<file path="config.mk">
export PLATFORM = sky130hd
export DESIGN_NAME = q_time_sched
export DESIGN_NICKNAME = d
export VERILOG_FILES = /design/src/rtl/q_time_pkg.sv /design/src/rtl/q_time_wrap_cmp.sv /design/src/rtl/q_time_sched.sv
export SDC_FILE = /design/constraint.sdc
export NUM_CORES = 1
export LEC_CHECK = 0
export ABC_AREA = 1
export ABC_CLOCK_PERIOD_IN_PS = 5300
export CORE_AREA = 2 2 250 252
export DETAILED_ROUTE_END_ITERATION = 6
export DIE_AREA = 0 0 252 254
export PLACE_DENSITY = 0.63
export SLEW_MARGIN = 5
export SYNTH_ARGS = -nofsm -noshare
export SYNTH_HDL_FRONTEND = slang
export SYNTH_SLANG_ARGS = --single-unit
export TNS_END_PERCENT = 50
</file>
<file path="constraint.sdc">
create_clock -name clk -period 5.3 [get_ports clk]
set_input_delay 1.06 -clock clk [delete_from_list [all_inputs] [get_ports clk]]
set_output_delay 1.06 -clock clk [all_outputs]
set_load 0.005 [all_outputs]
</file>
<file path="src/rtl/q_time_pkg.sv">
// Shared timestamp types and the half-range modular "is in the past" compare
// used by the timestamp queue and the dispatcher lateness checks.
package q_time_pkg;

   localparam int Q_TS_W = 20;

   typedef logic [Q_TS_W-1:0] q_ts_t;

   localparam q_ts_t Q_TS_HALF = {1'b1, {(Q_TS_W-1){1'b0}}};

   // ts is past when t_cnt is strictly ahead of it by less than half the range.
   function automatic logic ts_is_past(input q_ts_t t_cnt, input q_ts_t ts);
      q_ts_t d;
      d = t_cnt - ts;
      return (d != '0) && (d < Q_TS_HALF);
   endfunction

endpackage

</file>
<file path="src/rtl/q_time_wrap_cmp.sv">
// Combinational wrap-safe compare: past=1 when ts lies strictly behind t_cnt
// within the half-range window of a W-bit free-running counter.
module q_time_wrap_cmp
   import q_time_pkg::*;
#(
   parameter int W = Q_TS_W
) (
   input  logic [W-1:0] t_cnt,
   input  logic [W-1:0] ts,
   output logic         past
);

   generate
      if (W == Q_TS_W) begin : g_pkg
         assign past = ts_is_past(t_cnt, ts);
      end else begin : g_generic
         logic [W-1:0] d;
         assign d    = t_cnt - ts;
         assign past = (d != '0) && !d[W-1];
      end
   endgenerate

endmodule

</file>
<file path="src/rtl/q_time_sched.sv">
// Issue-timestamp queue with absolute/relative writes, show-ahead head,
// wrap-safe lateness flag and sticky errors. Optional Q_TIME_BYPASS_EN
// lets a write on an empty queue flow straight through to a same-cycle read.
module q_time_sched
   import q_time_pkg::*;
#(
   parameter int DEPTH      = 32,
   parameter int DATA_WIDTH = 20,
   parameter int AF_THRESH  = DEPTH - 2
) (
   input  logic                         clk,
   input  logic                         reset,
   input  logic                         wr_en,
   input  logic                         wr_rel,
   input  logic [DATA_WIDTH-1:0]        data_in,
   input  logic                         rd_en,
   input  logic [DATA_WIDTH-1:0]        t_cnt,
   input  logic                         clr_err,
   output logic [DATA_WIDTH-1:0]        data_out,
   output logic                         data_valid,
   output logic                         full,
   output logic                         empty,
   output logic                         almost_full,
   output logic [$clog2(DEPTH+1)-1:0]   count,
   output logic                         late,
   output logic                         ovf_err,
   output logic                         udf_err
);

   localparam int AW = $clog2(DEPTH);
   localparam int CW = $clog2(DEPTH+1);

   // Handshake: data_valid acts as "valid" for the head and rd_en as "ready";
   // a pop happens only on rd_en && data_valid. !full is the producer's
   // ready; wr_en while full is dropped unless a pop frees a slot that edge.

   logic [DATA_WIDTH-1:0] mem [DEPTH];
   logic [AW-1:0]         wr_ptr, rd_ptr;
   logic [DATA_WIDTH-1:0] last_ts;
   logic [DATA_WIDTH-1:0] wr_value;
   logic [CW-1:0]         count_nxt;
   logic                  bypass, wr_acc, rd_acc, ovf_set, udf_set, head_past;

   always_comb begin
      wr_value = wr_rel ? (last_ts + data_in) : data_in;
`ifdef Q_TIME_BYPASS_EN
      bypass = empty && wr_en && rd_en;
`else
      bypass = 1'b0;
`endif
      wr_acc  = wr_en && (!full || rd_en) && !bypass;
      rd_acc  = rd_en && !empty;
      ovf_set = wr_en && full && !rd_en;
      udf_set = rd_en && empty && !bypass;

      count_nxt = count;
      unique case ({wr_acc, rd_acc})
         2'b10:   count_nxt = count + 1'b1;
         2'b01:   count_nxt = count - 1'b1;
         default: count_nxt = count;
      endcase
   end

   // Storage is never reset; empty/count gate everything read from it.
   always_ff @(posedge clk) begin
      if (wr_acc) mem[wr_ptr] <= wr_value;
   end

   always_ff @(posedge clk) begin
      if (reset) begin
         wr_ptr      <= '0;
         rd_ptr      <= '0;
         count       <= '0;
         full        <= 1'b0;
         empty       <= 1'b1;
         almost_full <= 1'b0;
         last_ts     <= '0;
         ovf_err     <= 1'b0;
         udf_err     <= 1'b0;
      end else begin
         if (wr_acc) wr_ptr <= wr_ptr + 1'b1;
         if (rd_acc) rd_ptr <= rd_ptr + 1'b1;
         if (wr_acc || bypass) last_ts <= wr_value;
         count       <= count_nxt;
         full        <= (count_nxt == CW'(DEPTH));
         empty       <= (count_nxt == '0);
         almost_full <= (count_nxt >= CW'(AF_THRESH));
         // A new error event outranks a coincident clear.
         if (ovf_set)      ovf_err <= 1'b1;
         else if (clr_err) ovf_err <= 1'b0;
         if (udf_set)      udf_err <= 1'b1;
         else if (clr_err) udf_err <= 1'b0;
      end
   end

   always_comb begin
      data_out   = '0;
      data_valid = 1'b0;
      if (bypass) begin
         data_out   = wr_value;
         data_valid = 1'b1;
      end else if (!empty) begin
         data_out   = mem[rd_ptr];
         data_valid = 1'b1;
      end
   end

   q_time_wrap_cmp #(.W(DATA_WIDTH)) u_late_cmp (
      .t_cnt (t_cnt),
      .ts    (data_out),
      .past  (head_past)
   );

   assign late = data_valid && head_past;

endmodule

</file>
# Yosys cells after proc, flatten, opt, wreduce, memory -nomap -nowiden
# Memories as Yosys holds them, arrays and structs flattened. A register that Yosys moved wholly into a read port is not among the register bits.
# Index checks and enable logic that the tools add are counted.
totals:
  register_bits: 41
  ramBits: 640
  word_cells: 47
  n_memories: 1
classes:
  add_sub_neg: 6
  magnitude_cmp: 2
  eq_ne: 3
  n_mux: 11
  reduce_logical: 15
mem_list:
  columns: ["name", "words", "word_bits", "read_ports", "rd_ports_with_merged_regs", "write_ports", "line", "rtl"]
  rows:
  - ["mem", 32, 20, 1, 1, 1, "q_time_sched.sv:37", "logic [DATA_WIDTH-1:0] mem [DEPTH];"]
ops:
  columns: ["op", "n"]
  rows:
  - ["$mux 20", 2]
  - ["$add 20x20->20", 1]
  - ["$lt 20x20->1 const B", 1]
  - ["$reduce_bool 20->1", 1]
  - ["$sub 20x20->20", 1]
  - ["$pmux 6 s2", 1]
  - ["$add 5x1->5 const B", 2]
  - ["$mux 5", 2]
  - ["$logic_and 1x1->1", 7]
  - ["$add 6x1->6 const B", 1]
  - ["$eq 6x6->1 const B", 1]
  - ["$ge 6x5->1 const B", 1]
  - ["$logic_not 6->1", 1]
  - ["$mux 1", 6]
  - ["$sub 6x1->6 const B", 1]
  - ["$reduce_bool 2->1", 2]
  - ["$logic_not 1->1", 3]
  - ["$eq 2x1->1 const B", 1]
  - ["$eq 2x2->1 const B", 1]
  - ["$logic_or 1x1->1", 1]

# Logic depth before layout (Yosys ltp)
logic_depth:
  depth_word: 6
  mapped_depth: 27
  ltp_nobuf: 24

# Hierarchy
# From an unflattened synthesis, not the netlist that was laid out.
unflattened:
  hier_cells: 2659
  area_unflattened_um2: 29982.5
modules_own_cells:
  columns: ["mod", "n_inst", "cells_each", "area_each_um2"]
  rows:
  - ["q_time_sched", 1, 2369, 28548.6]
  - ["q_time_wrap_cmp", 1, 290, 1433.9]

# Worst setup path before layout
# OpenSTA, ideal clock, no wires.
synth_timing:
  path_kind: "register to output"
  startpoint: "register (tool-made name)"
  endpoint: "output port late"
  arrival_time_ps: 2973
  required_time_ps: 4240
  setup_slack_ps: 1267
  path_stages_with_launch: 27
  n_path_buf: 3
  path_cell_list: "dfxtp_1 inv_2 buf_4 buf_6 buf_2 o21ai_0 o221ai_1 nand3_1 nand3_1 nand2_1 a21oi_1 ha_1 fa_1 inv_1 nand2_1 nand2_1 nand3_1 nand2_1 nand2_1 nand2_1 nor2_1 nor2_1 nand2_1 nor2_1 nand3_1 nor2_1 nor2_1"
synth_rtl:
  columns: ["item", "line", "rtl"]
  rows:
  - ["to (decl)", "q_time_sched.sv:25", "output logic late,"]

==> results by group <==
GRT
  – GRT Residual Overflow: 0
  – Largest net degree at the start of global routing: 81
  – GRT Resource Usage Total: 26.1%
  – Initial antenna violation count: 0
  – First-pass GRT wire length: approximately 130000 µm
  – Vias in the first global route: between 20000 and 25000

Finish
  – Synth-to-Final Area Change: 21.7%
  – Nets: 2872
  – Commonest non-fill, non-tap cell in the layout: edfxtp_1
  – Post-route insts no fill: 3623
  – Highest-count cells in the layout ignoring fill and taps: edfxtp_1 (640), nor2_1 (419), o21ai_0 (321), nand2_1 (270), nand3_1 (139)
  – Register area: slightly above 0.02 mm²
  – Share of cells above drive strength 1: between 15 and 20%
  – Post-layout util: 59.0%
  – Antenna fix cells: 0
  – Fill cells: 4878
  – Area of the multi-input gates: around 0.0089 mm²
  – Post-layout instance area: 0.0362 mm²

Route
  – Vias: 21600
  – Routed vias/inst: around 5.9
  – DR pass1 iterations: 5
  – Antenna viol nets, final: 0
  – Initial DRC count: 2188
  – Routed length per instance: between 20 and 25 µm
  – Final WL: 84400 µm
  – Drc violations: 0

Timing
  – Setup_tns: 0 ns
  – Tcrit/Tclk final: 98.0%
  – Worst Tran Pin Value: 1.28 ns
  – Clock Skew: about 0.019 ns
  – Slew margin rel.: 14.4%
  – Tmin final: 5.20 ns
  – WHS: 0.460 ns
  – Final Hold Viols: 0
  – Final slew viol count: 0
  – FMAX: 192 MHz
  – Setup violations, final: 0

Critical path
  – Crit path top cell by count: nor2_1
  – Critical path data required time: 4.24 ns
  – Data arrival, critical path: 4.14 ns
  – Slowest CP cell: o211ai_1
  – Largest stage delay, worst path: 0.50 ns
  – WS Path Type: flop to output pin
  – Critical path cell sequence: buf_4, buf_6, buf_16, o21ai_1, o22ai_1, nor2_1, o211ai_1, o211ai_4, ha_4, nand2_4, nor2_2, nand2_1, nand2_2, buf_4, nand3_1, nand2_1, o21ai_0, nor2_1, nand3_1, nor2_1, nor2_1, clkbuf_2
  – CP Launch Type: flop
  – Crit path capture type: output pin
  – Worst-path fanout max: 11

Synth
  – Net count after synthesis: between 2000 and 3000
  – Post-synth ARST share: 0%
  – Cell variety after synth: 40
  – Synthesized area per cell: 11.4 µm²
  – Synth top area share: approximately two thirds
  – Register area share after synthesis: 67.8%
  – Post-synth EDFFs: 640
  – Cells after synthesis: 2595
  – Area contributors post-synth: edfxtp_1 (65%), o21ai_0 (6.1%), nor2_1 (5.8%)
  – Biggest area consumer among synthesized cells: edfxtp_1
  – Ys Warns: 0
  – Synthesis-stage register bit count: 686
  – Synthesized area: ~0.030 mm²
  – Top_reg_cell synth: edfxtp_1

Clock tree
  – Clock Path Buffers: 3
  – Worst skew pair latency: about 0.62 ns
  – Num CTS Buffers: 73
  – Clock transition at path regs: 0.06 ns
  – H-tree depth: 3
  – Hold_buf cts: 0
  – Clock Sinks: 686
  – CTS tree: done
  – CTS Root Cell: clkbuf_16

Die
  – Row Count: roughly 90
  – Die Ht: 254 µm
  – Total core area: a little over 0.06 mm²
  – IO Count: 79
  – Die width: 252 µm
  – Initial Util: around half
  – Die ar.: 0.0640 mm²

Place
  – Detail Placement HPWL: a little under 50000 µm
  – GP Congestion: roughly 0.9
  – Placed cell areas: about 0.032 mm²
  – IO Port Bufs: 78
  – Dpl cells: ~3400

Power and ir drop
  – Worst VDD drop: between 0.2 and 0.25 mV
  – Static leakage: between 0.01 and 0.015 µW
  – Power Dens Cells: 389 mW/mm²

Hold path
  – Worst min path class: flop to flop

Outcome
  – Status: finished clean

Job
  – Max-Cap Viols: 0
==> worst paths after layout <==
kind	slack (ns)	end	depth (start not counted)	start
worst min-delay path	0.46	udf_err	2	udf_err
worst max-delay path	0.10	late	22	flop
worst min register to register	0.46	udf_err	2	udf_err
worst max register to register	2.20	mem[3][18]	13	last_ts[0]
==> metrics by stage <==
| step | setup WS (ns) | total power (µW) |
|---|---|---|
| floorplan | 1.27 | 7560 |
| global placement | 0.298 | 8260 |
| detailed placement | 0.252 | 8300 |
| CTS | 0.0112 | 13900 |
| global route | -0.0418 | 14600 |
| finish | 0.104 | 14000 |
==> what timing repair did <==
| item | in CTS | in global routing |
|---|---|---|
| setup endpoints to repair | 1 | 1 |
| setup buffers | 36 | 18 |
| gates resized for setup | 98 | 74 |
| pin swaps | 43 | 64 |
| gates cloned | 16 | 6 |
==> power by group <==
group | internal [µW] | switching (µW)
sequential | 6140 | 41.5
clock | 3220 | 2130
combinational | 991 | 1530
==> critical path, delay by kind of cell, from the launching register on <==
kind	cells	cell delay (ns)
buffers and inverters	5	0.59
flip-flops	1	0.42
AND/OR/NAND/NOR	11	1.01
AO/OA/AOI/OAI	5	1.11
adder cells (fa/ha/maj)	1	0.37
==> sequential cells by signal, indices dropped and copies added, names as in the netlist, named ones only <==
signal,cells
mem,640
last_ts,20
count,6
rd_ptr,5
wr_ptr,5
almost_full,1
empty,1
full,1
ovf_err,1
udf_err,1
==> cells by family (layout without fill, tap and decap cells) <==
family | count (synthesis) | in the layout | share of synthesized area (%)
adder cells (fa/ha/maj) | 51 | 51 | 2.22
AO/OA/AOI/OAI | 615 | 615 | 12.5
buffers and inverters | 292 | 530 | 4.34
XOR/XNOR | 12 | 12 | 0.354
AND/OR/NAND/NOR | 939 | 939 | 12.8
flip-flops | 686 | 686 | 67.8
==> metal layers <==
layer / vias up / part of all wire (%) / track usage [%]
met1: 10600 / 41 / 34.9
met4: 0 / 2.2 / 8.40
met2: 1009 / 49 / 44.1
met5: - / 0 / 0
li1: 9801 / - / -
met3: 139 / 8.2 / 3.99
==> synthesized netlist by cell type, types with 2 or more instances <==
cell,count
o21ai_1,9
buf_1,6
ha_1,48
buf_2,35
nor3b_1,2
o211ai_1,17
or2_2,2
dfxtp_1,46
o21a_1,3
nor2_1,461
buf_4,13
inv_1,132
o21ai_0,363
fa_1,3
nand2_1,288
nor3_1,13
xnor2_1,7
inv_2,9
nand4_1,12
a21oi_1,42
o21bai_1,4
nand3b_1,6
a31oi_1,7
o22ai_1,42
clkbuf_1,80
o221ai_1,111
o211ai_2,10
nand3_1,152
clkbuf_2,2
buf_6,13
a21o_1,5
xor2_1,5
edfxtp_1,640
==> layout make-up <==
| type | instances | share of cell area [%] |
|---|---|---|
| flip-flops and latches | 686 | 55.7 |
| well taps | 790 | 2.73 |
| clock buffers | 84 | 5.23 |
| clock inverters | 49 | 1.72 |
| multi-input cells | 1617 | 24.7 |
| repair buffers | 251 | 8.22 |
| inverters | 143 | 1.59 |
| repair inverters | 3 | 0.0796 |
No activity file was read; power rests on OpenSTA's default activity.
==> patch: new RTL, config.mk and constraints unchanged <==
The option `Q_TIME_BYPASS_EN` is turned on by a define.
--- a/src/rtl/q_time_sched.sv
+++ b/src/rtl/q_time_sched.sv
@@ -1,6 +1,8 @@
 // Issue-timestamp queue with absolute/relative writes, show-ahead head,
 // wrap-safe lateness flag and sticky errors. Optional Q_TIME_BYPASS_EN
 // lets a write on an empty queue flow straight through to a same-cycle read.
+`define Q_TIME_BYPASS_EN
+
 module q_time_sched
    import q_time_pkg::*;
 #(
Formal check against the unedited RTL: not equivalent (a bounded check fails within 4 cycles, from zero or initial values and one cycle with reset high).
==> patch against the unedited design <==
- the flow now finishes with violations (negative setup slack)
- critical path type is now input port to primary output
- worst setup slack lost 0.37 ns
- count of clock-buffer cells in the layout up 10
- sequential cell count stayed put
- via count is 3.8% higher
- power increased by 14%
- largest cell class unchanged
- sequential power rose by 1%
- largest power group unchanged
- wire length grew 5.2%
- area after synthesis up 0.57%
- register-to-register slack worse by 0.10 ns
- final area increased by 2.5%
==> patch: results (changes against the unedited design) <==
Power
  • Comb pwr: 4720 µW (+87%)
  • Clock power frac: 31.3% (-6.8 points)
  • Sw frac: 30.44% (+4.1 points)
  • VDD IR-drop max: 0.2371 mV (-1.7%)
  • Leak Pwr: 0.01345 µW (+3.9%)

Finish
  • Nets: 3043 (+6.0%)
  • Layout cell share with drive strength beyond 1: 21.09% (+5.6 points)
  • # fillers: 4803 (-1.5%)

Detailed routing
  • Initial DRT Pass Iterations: 6 (+1)
  • Vias per std cell: 5.902 (-0.80%)
  • Met3 WL: 8.582 mm (+24%)
  • Met2 wire length: 41.30 mm (+0.17%)
  • Total wire length: 88.78 mm (+5.2%)
  • Met1 WL: 36.23 mm (+5.5%)
  • Starting DRT DRC Count: 2555 (+17%)

GRT
  • M3 GR Usage: 5.849% (+1.9 points)
  • Global-route usage over all layers: 27.58% (+1.5 points)
  • Grt met1 use: 37.64% (+2.8 points)
  • First-pass GRT wire length: 131.4 mm (+3.7%)
  • Pin count of the biggest net entering global routing: 54 (-33%)
  • Initial antenna violation count: 1 (+1)
  • Number of global-route vias before repair: 21780 (+1.9%)
  • M2 GR Usage: 44.16% (about the same)

STA
  • Worst-margin pin slew: 0.9724 ns (-0.3088 ns)
  • Worst Clk Skew: 0.03016 ns (+0.01107 ns)
  • Setup ws final: -0.2683 ns (-0.3721 ns)
  • Final setup vio count: 2 (+2)

Synthesis
  • Synthesized Nets: 2725 (+1.2%)
  • Library cells used by synthesis: 50 (+25%)
  • Predominant post-synthesis flop cell: edfxtp_1
  • Synth Area in XOR/XNOR: 0.5276% (+0.17 points)
  • Post-Synth Adder-Cell Area: 2.211% (-0.013 points)
  • Commonest cells in the netlist: edfxtp_1, nor2_1, o21ai_0, nand2_1, inv_1
  • Complex-gate fraction of the synthesized area: 12.76% (+0.26 points)
  • Largest cells by area after synthesis: edfxtp_1, o21ai_0, nor2_1
  • Seq/Total Area, Yosys: 67.40% (-0.38 points)

Placement
  • Placed inst area: 33680 µm² (+5.5%)
  • # port buffers: 78 (unchanged)
  • HPWL after DPL: 55.92 mm (+16%)
  • RePlAce Congestion: 0.9206 (+0.28%)
  • Worst slack, placed: -1.130 ns (-1.382 ns)

Clock tree
  • Inserted Clock Buffers: 70 (-4.1%)
  • Worst-path clk slew: 0.06 ns (about the same)

Status
  • Failing checks: negative setup slack
  • Status: finished, violations left

Critical path
  • Largest stage delay, worst path: 0.27 ns (-0.23 ns)
  • CP top delay family: simple AND/OR/NAND/NOR gates
  • CP Max Fanout: 5 (-6)
  • Worst path slowest cell: ha_4
  • CP arrival: 4.51 ns (+0.37 ns)
==> patch: cell count changes after synthesis, sizes merged, moves of 8 or more <==
cell    before  now
nand2      288  280
o22ai       42   68
a21oi       42   55
nand4       12   20
o21ai      372  388
nand3      152  131
o211ai      27   14
o221ai     111   97
inv        141  151
nor2       461  473
==> patch: final timing paths <==
path / end / slack, ns / startpoint / cells past startpoint
worst min register to register: udf_err / 0.47 / udf_err / 2
worst max-delay path: late / -0.27 / data_in[2] / 29
worst min-delay path: udf_err / 0.47 / udf_err / 2
worst max register to register: almost_full / 2.10 / empty / 18
==> patch: per-stage QoR <==
| stage | setup TNS, ns | utilization [%] | instances | total power (µW) |
|---|---|---|---|---|
| 2_1_floorplan | 0 | - | 2628 | 8659 |
| 3_3_place_gp | -1.136 | 54.98 | 3633 | 10510 |
| 3_5_place_dp | -1.130 | 54.98 | 3633 | 10590 |
| 4_1_cts | -0.2994 | 59.79 | 3779 | 15790 |
| 5_1_grt | -0.7055 | 60.48 | 3791 | 16670 |
| 6_report | -0.3251 | 60.48 | 3791 | 15990 |
==> patch: layout make-up <==
cell class | count | share of cell area (%)
Multi-Input combinational cell | 1638 | 25.18
Inverter | 154 | 1.611
Clock inverter | 33 | 1.023
Sequential cell | 686 | 54.40
Tap cell | 790 | 2.668
Timing Repair Buffer | 396 | 9.831
Clock buffer | 94 | 5.286
==> patch: kinds of logic after synthesis <==
group	Yosys count
AOI/OAI and AO/OA	643
xor gates and xnor gates	18
adders and majority gates	51
buffers and inverters	304
DFF	686
and+or+nand+nor	926
==> patch: repair_timing <==
item	CTS	global route
gates cloned	0	3
resized for setup	109	89
setup endpoints to repair	1	2
setup buffers	19	9
pin swaps	44	64
